--- src/rtl/sub_16_bit_serial.sv ---
// Digit-serial subtractor: input1 - input2 one DIGIT-wide slice per clock via input1 + ~input2 + 1.
// Optional signed-overflow output enabled by defining SUB16_SIGNED_OVF_EN.
module sub_16_bit_serial #(
  parameter int N     = 16,
  parameter int DIGIT = 4
) (
  input  logic         clk,
  input  logic         rst,
  input  logic         in_valid,
  output logic         in_ready,
  input  logic [N-1:0] input1,
  input  logic [N-1:0] input2,
  output logic         out_valid,
  input  logic         out_ready,
  output logic [N-1:0] answer,
  output logic         borrow_out,
  output logic         overflow
);

  localparam int NDIG = N / DIGIT;
  localparam int CW   = (NDIG > 1) ? $clog2(NDIG) : 1;

  typedef enum logic [1:0] {IDLE, RUN, DONE} state_t;

  state_t         state, state_nxt;
  logic [N-1:0]   a_reg, b_reg;
  logic           carry;
  logic [CW-1:0]  cnt;
  logic [DIGIT:0] sum;
  logic           accept, last_digit;

  always_ff @(posedge clk or posedge rst) begin
    if (rst) state <= IDLE;
    else     state <= state_nxt;
  end

  always_comb begin
    state_nxt  = state;
    in_ready   = 1'b0;
    out_valid  = 1'b0;
    accept     = 1'b0;
    last_digit = (cnt == CW'(NDIG - 1));
    case (state)
      IDLE: begin
        in_ready = 1'b1;
        if (in_valid) begin
          accept    = 1'b1;
          state_nxt = RUN;
        end
      end
      RUN: begin
        if (last_digit) state_nxt = DONE;
      end
      DONE: begin
        out_valid = 1'b1;
        if (out_ready) state_nxt = IDLE;
      end
      default: state_nxt = IDLE;
    endcase
  end

  // One digit of the two's-complement add; top bit is the carry into the next digit.
  assign sum = {1'b0, a_reg[cnt*DIGIT +: DIGIT]} + {1'b0, b_reg[cnt*DIGIT +: DIGIT]} + {{DIGIT{1'b0}}, carry};

  always_ff @(posedge clk or posedge rst) begin
    if (rst) begin
      a_reg      <= '0;
      b_reg      <= '0;
      carry      <= 1'b0;
      cnt        <= '0;
      answer     <= '0;
      borrow_out <= 1'b0;
    end else if (accept) begin
      a_reg <= input1;
      b_reg <= ~input2;
      carry <= 1'b1;
      cnt   <= '0;
    end else if (state == RUN) begin
      answer[cnt*DIGIT +: DIGIT] <= sum[DIGIT-1:0];
      carry                      <= sum[DIGIT];
      cnt                        <= cnt + CW'(1);
      if (last_digit) borrow_out <= ~sum[DIGIT];
    end
  end

`ifdef SUB16_SIGNED_OVF_EN
  logic sign1, sign2;

  always_ff @(posedge clk or posedge rst) begin
    if (rst) begin
      sign1    <= 1'b0;
      sign2    <= 1'b0;
      overflow <= 1'b0;
    end else if (accept) begin
      sign1 <= input1[N-1];
      sign2 <= input2[N-1];
    end else if (state == RUN && last_digit) begin
      // Operands of opposite sign whose result takes the subtrahend's sign.
      overflow <= (sign1 != sign2) && (sum[DIGIT-1] != sign1);
    end
  end
`else
  assign overflow = 1'b0;
`endif

endmodule

--- config.mk ---
export PLATFORM = sky130hd
export DESIGN_NAME = sub_16_bit_serial
export DESIGN_NICKNAME = d
export VERILOG_FILES = /design/src/rtl/sub_16_bit_serial.sv
export SDC_FILE = /design/constraint.sdc
export NUM_CORES = 1
export LEC_CHECK = 0
export CAP_MARGIN = 20
export CORE_MARGIN = 3
export CORE_UTILIZATION = 54
export CTS_CLUSTER_SIZE = 12
export DETAILED_ROUTE_END_ITERATION = 16
export HOLD_SLACK_MARGIN = 0.08
export PLACE_DENSITY = 0.88
export SYNTH_ARGS = -nofsm -noshare
export SYNTH_HDL_FRONTEND = slang
export SYNTH_SLANG_ARGS = --single-unit
--- constraint.sdc ---
create_clock -name clk -period 4.9 [get_ports clk]
set_input_delay 0.49 -clock clk [delete_from_list [all_inputs] [get_ports clk]]
set_output_delay 0.49 -clock clk [all_outputs]
set_load 0.02 [all_outputs]
==> flow_summary.json, run 1 <==
{
  "status": "finished, final reports clean",
  "detail_route.first_pass.iterations": 4,
  "antenna_cells": 0,
  "synthesis.area_mm2": 0.00250,
  "quantity_of_gates_resized_following_cts": 0,
  "flop_and_latch_count_out_of_synthesis": 54,
  "drv.max_cap_violation_count": 0,
  "worst-endpoint-required_ns": 5.10,
  "worstPathMaxFanout": 16,
  "p_per_area_mw_per_mm2": 710,
  "portBuffers": 54,
  "cts-root-to-sink-buffers": 2,
  "synth_fp_nets": 229,
  "power_frac_seq": 0.364,
  "route.antenna.remaining_nets": 0,
  "timing_worst_setup_path_type": "reg2reg",
  "grtUsageTotal": 0.195,
  "cts_made_buffers": 5,
  "die_height_um": 74.1,
  "gp_congestion": 0.808,
  "total_vias_in_the_final_route": 1641,
  "cts_num_sinks": 54,
  "slew_headroom": 0.387,
  "first_global_vias": 1724,
  "rows": 24,
  "finalNonFillerCells": 289,
  "p_sw_uw": 903,
  "fin_max_slew_vios": 0,
  "max_stage_delay_ns": 0.87,
  "clock_latency_ns": 0.31,
  "dieWidth_um": 74.1,
  "path_common_cell": "fa_1",
  "initial_core_util": 0.567,
  "grt_pass1_wl_mm": 8.01,
  "tightestPinTransition_ns": 0.919,
  "place_hpwl_mm": 3.58,
  "numPlacedInstances": 281,
  "htree_num_levels": 2,
  "route.detailed.wl_per_inst_um": 16.6,
  "grt.met3_usage": 0.0595,
  "final.setup_skew_ns": 0.00561,
  "worst_path_max_delay_cell": "dfrtp_1",
  "asyncSetResetFlopFracSynth": 1.00,
  "globalRouteMet2Util": 0.325,
  "register_area_share_after_synthesis": 0.540,
  "cellInternalPower_uw": 1330,
  "number_of_flops_mapped_to_enable_cells_by_yosys": 0,
  "ys_types": 35,
  "timing.final.ws_setup_ns": 1.94,
  "switching_share": 0.404,
  "clock_slew_seen_by_the_registers_of_the_worst_setup_and_hold_paths_ns": 0.09,
  "grt_antenna_before_repair": 0,
  "detailedRoute.firstIterationViolations": 97,
  "ctsRootBufferMaster": "clkbuf_8",
  "endpoint_kind": "flop",
  "floorplan.core_area_mm2": 0.00441,
  "detailedPlace.worstSlack_ns": 1.96,
  "critPathLaunchType": "flop",
  "worst_ir_drop_vdd_mv": 0.360,
  "syn2layout_area_growth_pct": 25.8,
  "layout.nets": 284,
  "design.portCount": 56,
  "routed_via_density": 5.68,
  "grt_max_degree": 55,
  "min_period_ns": 2.96,
  "setup_viol": 0,
  "detail_route.wirelength_mm": 4.80,
  "holdBufCountCts": 0,
  "cts_tree": "built",
  "syn-instance-count": 182,
  "cts_setup_buffers": 0,
  "post-route-period-util": 0.604,
  "p_comb_frac": 0.531,
  "fmaxAchievable_ghz": 0.338,
  "die-area_mm2": 0.00549,
  "power.static_leakage_uw": 0.00133,
  "gr-max-usage-layer": "met2",
  "setup_repair_after_global_routing_missed_its_margin": "false",
  "synth_ff_type": "dfrtp_1",
  "proportion_of_layout_cells_with_a_drive_suffix_above_1": 0.181,
  "timing.critical_path.cells": "mux4_2 -> fa_1 -> fa_1 -> a21o_1 -> a21oi_1 -> o21ai_0",
  "timing.final.hold_violations": 0,
  "overflow": 0,
  "crit_arrival_ns": 3.16,
  "grt_util_met1": 0.242,
  "power.clock.fraction": 0.105,
  "worstHoldPathType": "in2async",
  "synth_area_per_cell_um2": 13.8,
  "drcViolationCount": 0,
  "synth-warning-count": 0,
  "setup-tns-final_ns": 0
}
-- logic make-up (layout without fill, tap and decap cells) --
family          after synthesis  in the layout  synth area share
xor+xnor                      1              1           0.00350
buf+inv                      11             66            0.0300
simple gates                 38             38             0.101
mux                          25             25             0.150
compound gates               41             41             0.113
other cells                   1              1           0.00150
fa+ha+maj                    11             11            0.0610
flops                        54             54             0.540
-- cells in the final DEF, fill, tap and decap left out, types with 3 or more instances in the layout --
cell type,instances
dfrtp_1,54
clkdlybuf4s50_1,54
nor2_1,18
a21oi_1,17
mux2_2,16
a22o_1,12
ha_1,9
mux4_2,8
nand2_1,7
clkbuf_8,5
a32o_1,4
o21ai_0,3
-- power by group through the flow --
| stage | clock [µW] | combinational [µW] | sequential, µW |
|---|---|---|---|
| CTS | 238 | 1190 | 817 |
| detailed placement | 0 | 1180 | 828 |
| global placement | 0 | 1130 | 817 |
| global route | 261 | 1300 | 845 |
| floorplan | 0 | 843 | 806 |
| finish | 235 | 1190 | 814 |
-- final timing paths --
check,endpoint,start,depth (start not counted),slack [ns]
setup / recovery,carry$_DFFE_PP0P_,cnt[0]$_DFFE_PP0P_,6,1.94
hold / removal,answer[12]$_DFFE_PP0P_,rst,2,0.51
setup reg to reg,carry$_DFFE_PP0P_,cnt[0]$_DFFE_PP0P_,6,1.94
hold reg to reg,answer[7]$_DFFE_PP0P_,answer[7]$_DFFE_PP0P_,1,0.51
max in group asynchronous,a_reg[3]$_DFFE_PP0P_,rst,3,3.86
min in group clk,answer[7]$_DFFE_PP0P_,answer[7]$_DFFE_PP0P_,1,0.51
-- stage by stage --
stage | hold slack, ns | instance area (µm²) | total power, µW | utilization
after floorplan | 0.475 | 2500 | 1650 | -
after global placement | 0.486 | 3050 | 1950 | 0.692
after detailed placement | 0.497 | 3050 | 2010 | 0.692
final | 0.509 | 3150 | 2240 | 0.713
after CTS | 0.516 | 3130 | 2240 | 0.709
after global routing | 0.524 | 3150 | 2410 | 0.713
-- cells in the mapped netlist, types with 2 or more instances --
cell type | n | area share
inv_1 | 3 | 0.0045
nand2_1 | 7 | 0.010
o21bai_1 | 2 | 0.0060
a21oi_1 | 17 | 0.034
a22o_1 | 12 | 0.042
ha_1 | 9 | 0.045
nor2_1 | 18 | 0.027
mux2_2 | 16 | 0.072
buf_6 | 2 | 0.0090
buf_4 | 5 | 0.015
a32o_1 | 4 | 0.016
dfrtp_1 | 54 | 0.54
o21ai_0 | 3 | 0.0060
mux4_2 | 8 | 0.072
fa_1 | 2 | 0.016
-- routing by layer --
metal / vias to the layer above / wire [µm] / share of wire
met3: 8 / 266 / 0.055
met4: 0 / 74 / 0.015
li1: 769 / - / -
met1: 820 / 2020 / 0.42
met5: - / 0 / 0
met2: 44 / 2440 / 0.51
-- final cells by class --
class / instances / area, µm²
clock buffers: 7 / 76.3
fillers: 312 / 1260
inverters: 3 / 11.3
multi-input cells: 117 / 1080
flip-flops and latches: 54 / 1350
well taps: 52 / 65.1
repair buffers: 56 / 568
-- worst max-delay path: cells and delay by family (launching register included) --
| family | cells | cell delay (ns) |
|---|---|---|
| adders and majority gates | 2 | 0.88 |
| DFF | 1 | 0.87 |
| muxes | 1 | 0.62 |
| AOI/OAI and AO/OA | 3 | 0.47 |
Note: power is estimated with default switching activity, not from simulation.
==> run 2, diff against run 1 <==
CORE_UTILIZATION = 50   (was 54)
PLACE_DENSITY = 0.82   (was 0.88)
clock period = 2.87 ns   (was 4.9 ns; I/O delays follow)
==> flow_summary.json, run 2 (synthesis results as in run 1) <==
{
  "power_frac_seq": 0.353,
  "fin_max_slew_vios": 0,
  "placed_cell_area_mm2": 0.00309,
  "post-route-period-util": 0.882,
  "holdBufCountCts": 0,
  "drcViolationCount": 0,
  "critPathLaunchType": "flop",
  "reg2reg_setup_slack_ns": 0.34,
  "switching_share": 0.394,
  "initial_core_util": 0.523,
  "path_common_cell": "fa_1",
  "worst_path_max_delay_cell": "dfrtp_1",
  "first_global_vias": 1751,
  "worstHoldPathType": "in2async",
  "detail_route.wirelength_mm": 4.77,
  "grtUsageTotal": 0.179,
  "cts_setup_buffers": 0,
  "total_vias_in_the_final_route": 1593,
  "overflow": 0,
  "endpoint_kind": "flop",
  "detail_route.first_pass.iterations": 4,
  "max_stage_delay_ns": 0.64,
  "htree_num_levels": 2,
  "floorplan.core_area_mm2": 0.00479,
  "cellInternalPower_uw": 2340,
  "clock_slew_seen_by_the_registers_of_the_worst_setup_and_hold_paths_ns": 0.09,
  "clock_latency_ns": 0.30,
  "setup_repair_after_global_routing_missed_its_margin": "false",
  "worst-path-stages": 6,
  "rr_startpoint": "cnt[1]$_DFFE_PP0P_",
  "gp_congestion": 0.796,
  "worst_r2r_dst": "carry$_DFFE_PP0P_",
  "cts-root-to-sink-buffers": 2,
  "grt_pass1_wl_mm": 8.36,
  "routed_via_density": 5.19,
  "power.clock.fraction": 0.120,
  "power.static_leakage_uw": 0.00135,
  "cp-endpoint": "carry$_DFFE_PP0P_",
  "worstPathMaxFanout": 12,
  "grt_antenna_before_repair": 0,
  "portBuffers": 54,
  "setup-tns-final_ns": 0,
  "rows": 25,
  "worst_ir_drop_vdd_mv": 0.660,
  "proportion_of_layout_cells_with_a_drive_suffix_above_1": 0.200,
  "syn2layout_area_growth_pct": 27.8,
  "post-route-cell-area_mm2": 0.00320,
  "timing.final.hold_violations": 0,
  "antenna_cells": 0,
  "layout.nets": 286,
  "final.setup_skew_ns": 0.00728,
  "detailedRoute.firstIterationViolations": 96,
  "ctsRootBufferMaster": "clkbuf_8",
  "p_comb_frac": 0.527,
  "slew_headroom": 0.658,
  "min_period_ns": 2.53,
  "grt_max_degree": 53,
  "worstPathBufferInverterCount": 0,
  "crit_arrival_ns": 2.71,
  "worst_setup_path_startpoint": "cnt[1]$_DFFE_PP0P_",
  "reg2regPathDepth": 6,
  "quantity_of_gates_resized_following_cts": 0,
  "status": "finished, final reports clean",
  "cts_num_sinks": 54,
  "timing.critical_path.cells": "mux4_2 -> fa_1 -> fa_1 -> a21o_1 -> a21oi_1 -> o21ai_0",
  "worst-endpoint-required_ns": 3.05,
  "design.portCount": 56,
  "place_hpwl_mm": 3.72,
  "fmaxAchievable_ghz": 0.395,
  "route.detailed.wl_per_inst_um": 15.6,
  "die_height_um": 76.8,
  "cp_top_family": "adder cells",
  "setup_viol": 0,
  "drv.max_cap_violation_count": 0,
  "layout_common_cells": "dfrtp_1, clkdlybuf4s50_1, nor2_1, a21oi_1, mux2_2",
  "p_per_area_mw_per_mm2": 1200,
  "die-area_mm2": 0.00589,
  "cts_tree": "built",
  "dieWidth_um": 76.8,
  "cts_made_buffers": 5,
  "p_sw_uw": 1520,
  "route.antenna.remaining_nets": 0,
  "timing_worst_setup_path_type": "reg2reg",
  "tightestPinTransition_ns": 0.513
}
run 2: cell types whose count changed in the layout (fill, tap and decap cells not counted):
| cell | before | now |
|---|---|---|
| clkbuf_8 | 5 | 7 |
| buf_12 | 1 | 0 |
| clkbuf_1 | 2 | 0 |
| buf_4 | 1 | 4 |
| clkinv_4 | 0 | 1 |
run 2: worst min-delay path by stage:
| stage | slack, ns | startpoint | end | depth (start not counted) |
|---|---|---|---|---|
| 2_1_floorplan | 0.37 | input2[0] | b_reg[0]$_DFFE_PP0P_ | 1 |
| 3_3_place_gp | 0.48 | answer[3]$_DFFE_PP0P_ | answer[3]$_DFFE_PP0P_ | 1 |
| 3_5_place_dp | 0.49 | answer[7]$_DFFE_PP0P_ | answer[7]$_DFFE_PP0P_ | 1 |
| 4_1_cts | 0.32 | rst | answer[4]$_DFFE_PP0P_ | 2 |
| 5_1_grt | 0.35 | rst | answer[5]$_DFFE_PP0P_ | 2 |
| 6_report | 0.31 | rst | answer[4]$_DFFE_PP0P_ | 2 |
run 2: stage by stage:
stage / worst slack, ns / std cells / util / hold WS (ns) / total power (µW)
floorplan: 0.258 / 182 / - / 0.372 / 2810
global placement: 0.396 / 299 / 0.647 / 0.479 / 3370
detailed placement: 0.339 / 299 / 0.647 / 0.488 / 3440
CTS: 0.313 / 307 / 0.668 / 0.318 / 3900
global route: 0.137 / 307 / 0.668 / 0.345 / 4190
finish: 0.340 / 307 / 0.668 / 0.305 / 3850
run 2: worst register-to-register path: cells and delay by family, from the launching register on:
family	cells	cell delay (ns)
AOI/OAI and AO/OA	3	0.51
adders and majority gates	2	0.87
DFF	1	0.64
muxes	1	0.40
run 2: cell type report:
class | count | area (µm²)
Sequential cell | 54 | 1350
Inverter | 3 | 11.3
Tap cell | 67 | 83.8
Clock buffer | 7 | 96.3
Multi-Input combinational cell | 117 | 1080
Timing Repair Buffer | 58 | 571
Fill cell | 375 | 1590
Clock inverter | 1 | 8.76
run 2: routing by layer:
metal  GRT usage  vias to the layer above  wire length, µm
met5           0                        -                0
met4      0.0525                        0               38
met3      0.0399                        5              191
met2       0.317                       43             2520
met1       0.218                      768             2030
li1            -                      777                -
run 2: power groups by stage:
stage | Sequential, µW | Combinational, µW | Clock [µW]
floorplan | 1380 | 1440 | 0
global placement | 1370 | 1990 | 0
detailed placement | 1380 | 2050 | 0
CTS | 1370 | 2060 | 470
global route | 1410 | 2270 | 504
finish | 1360 | 2030 | 460
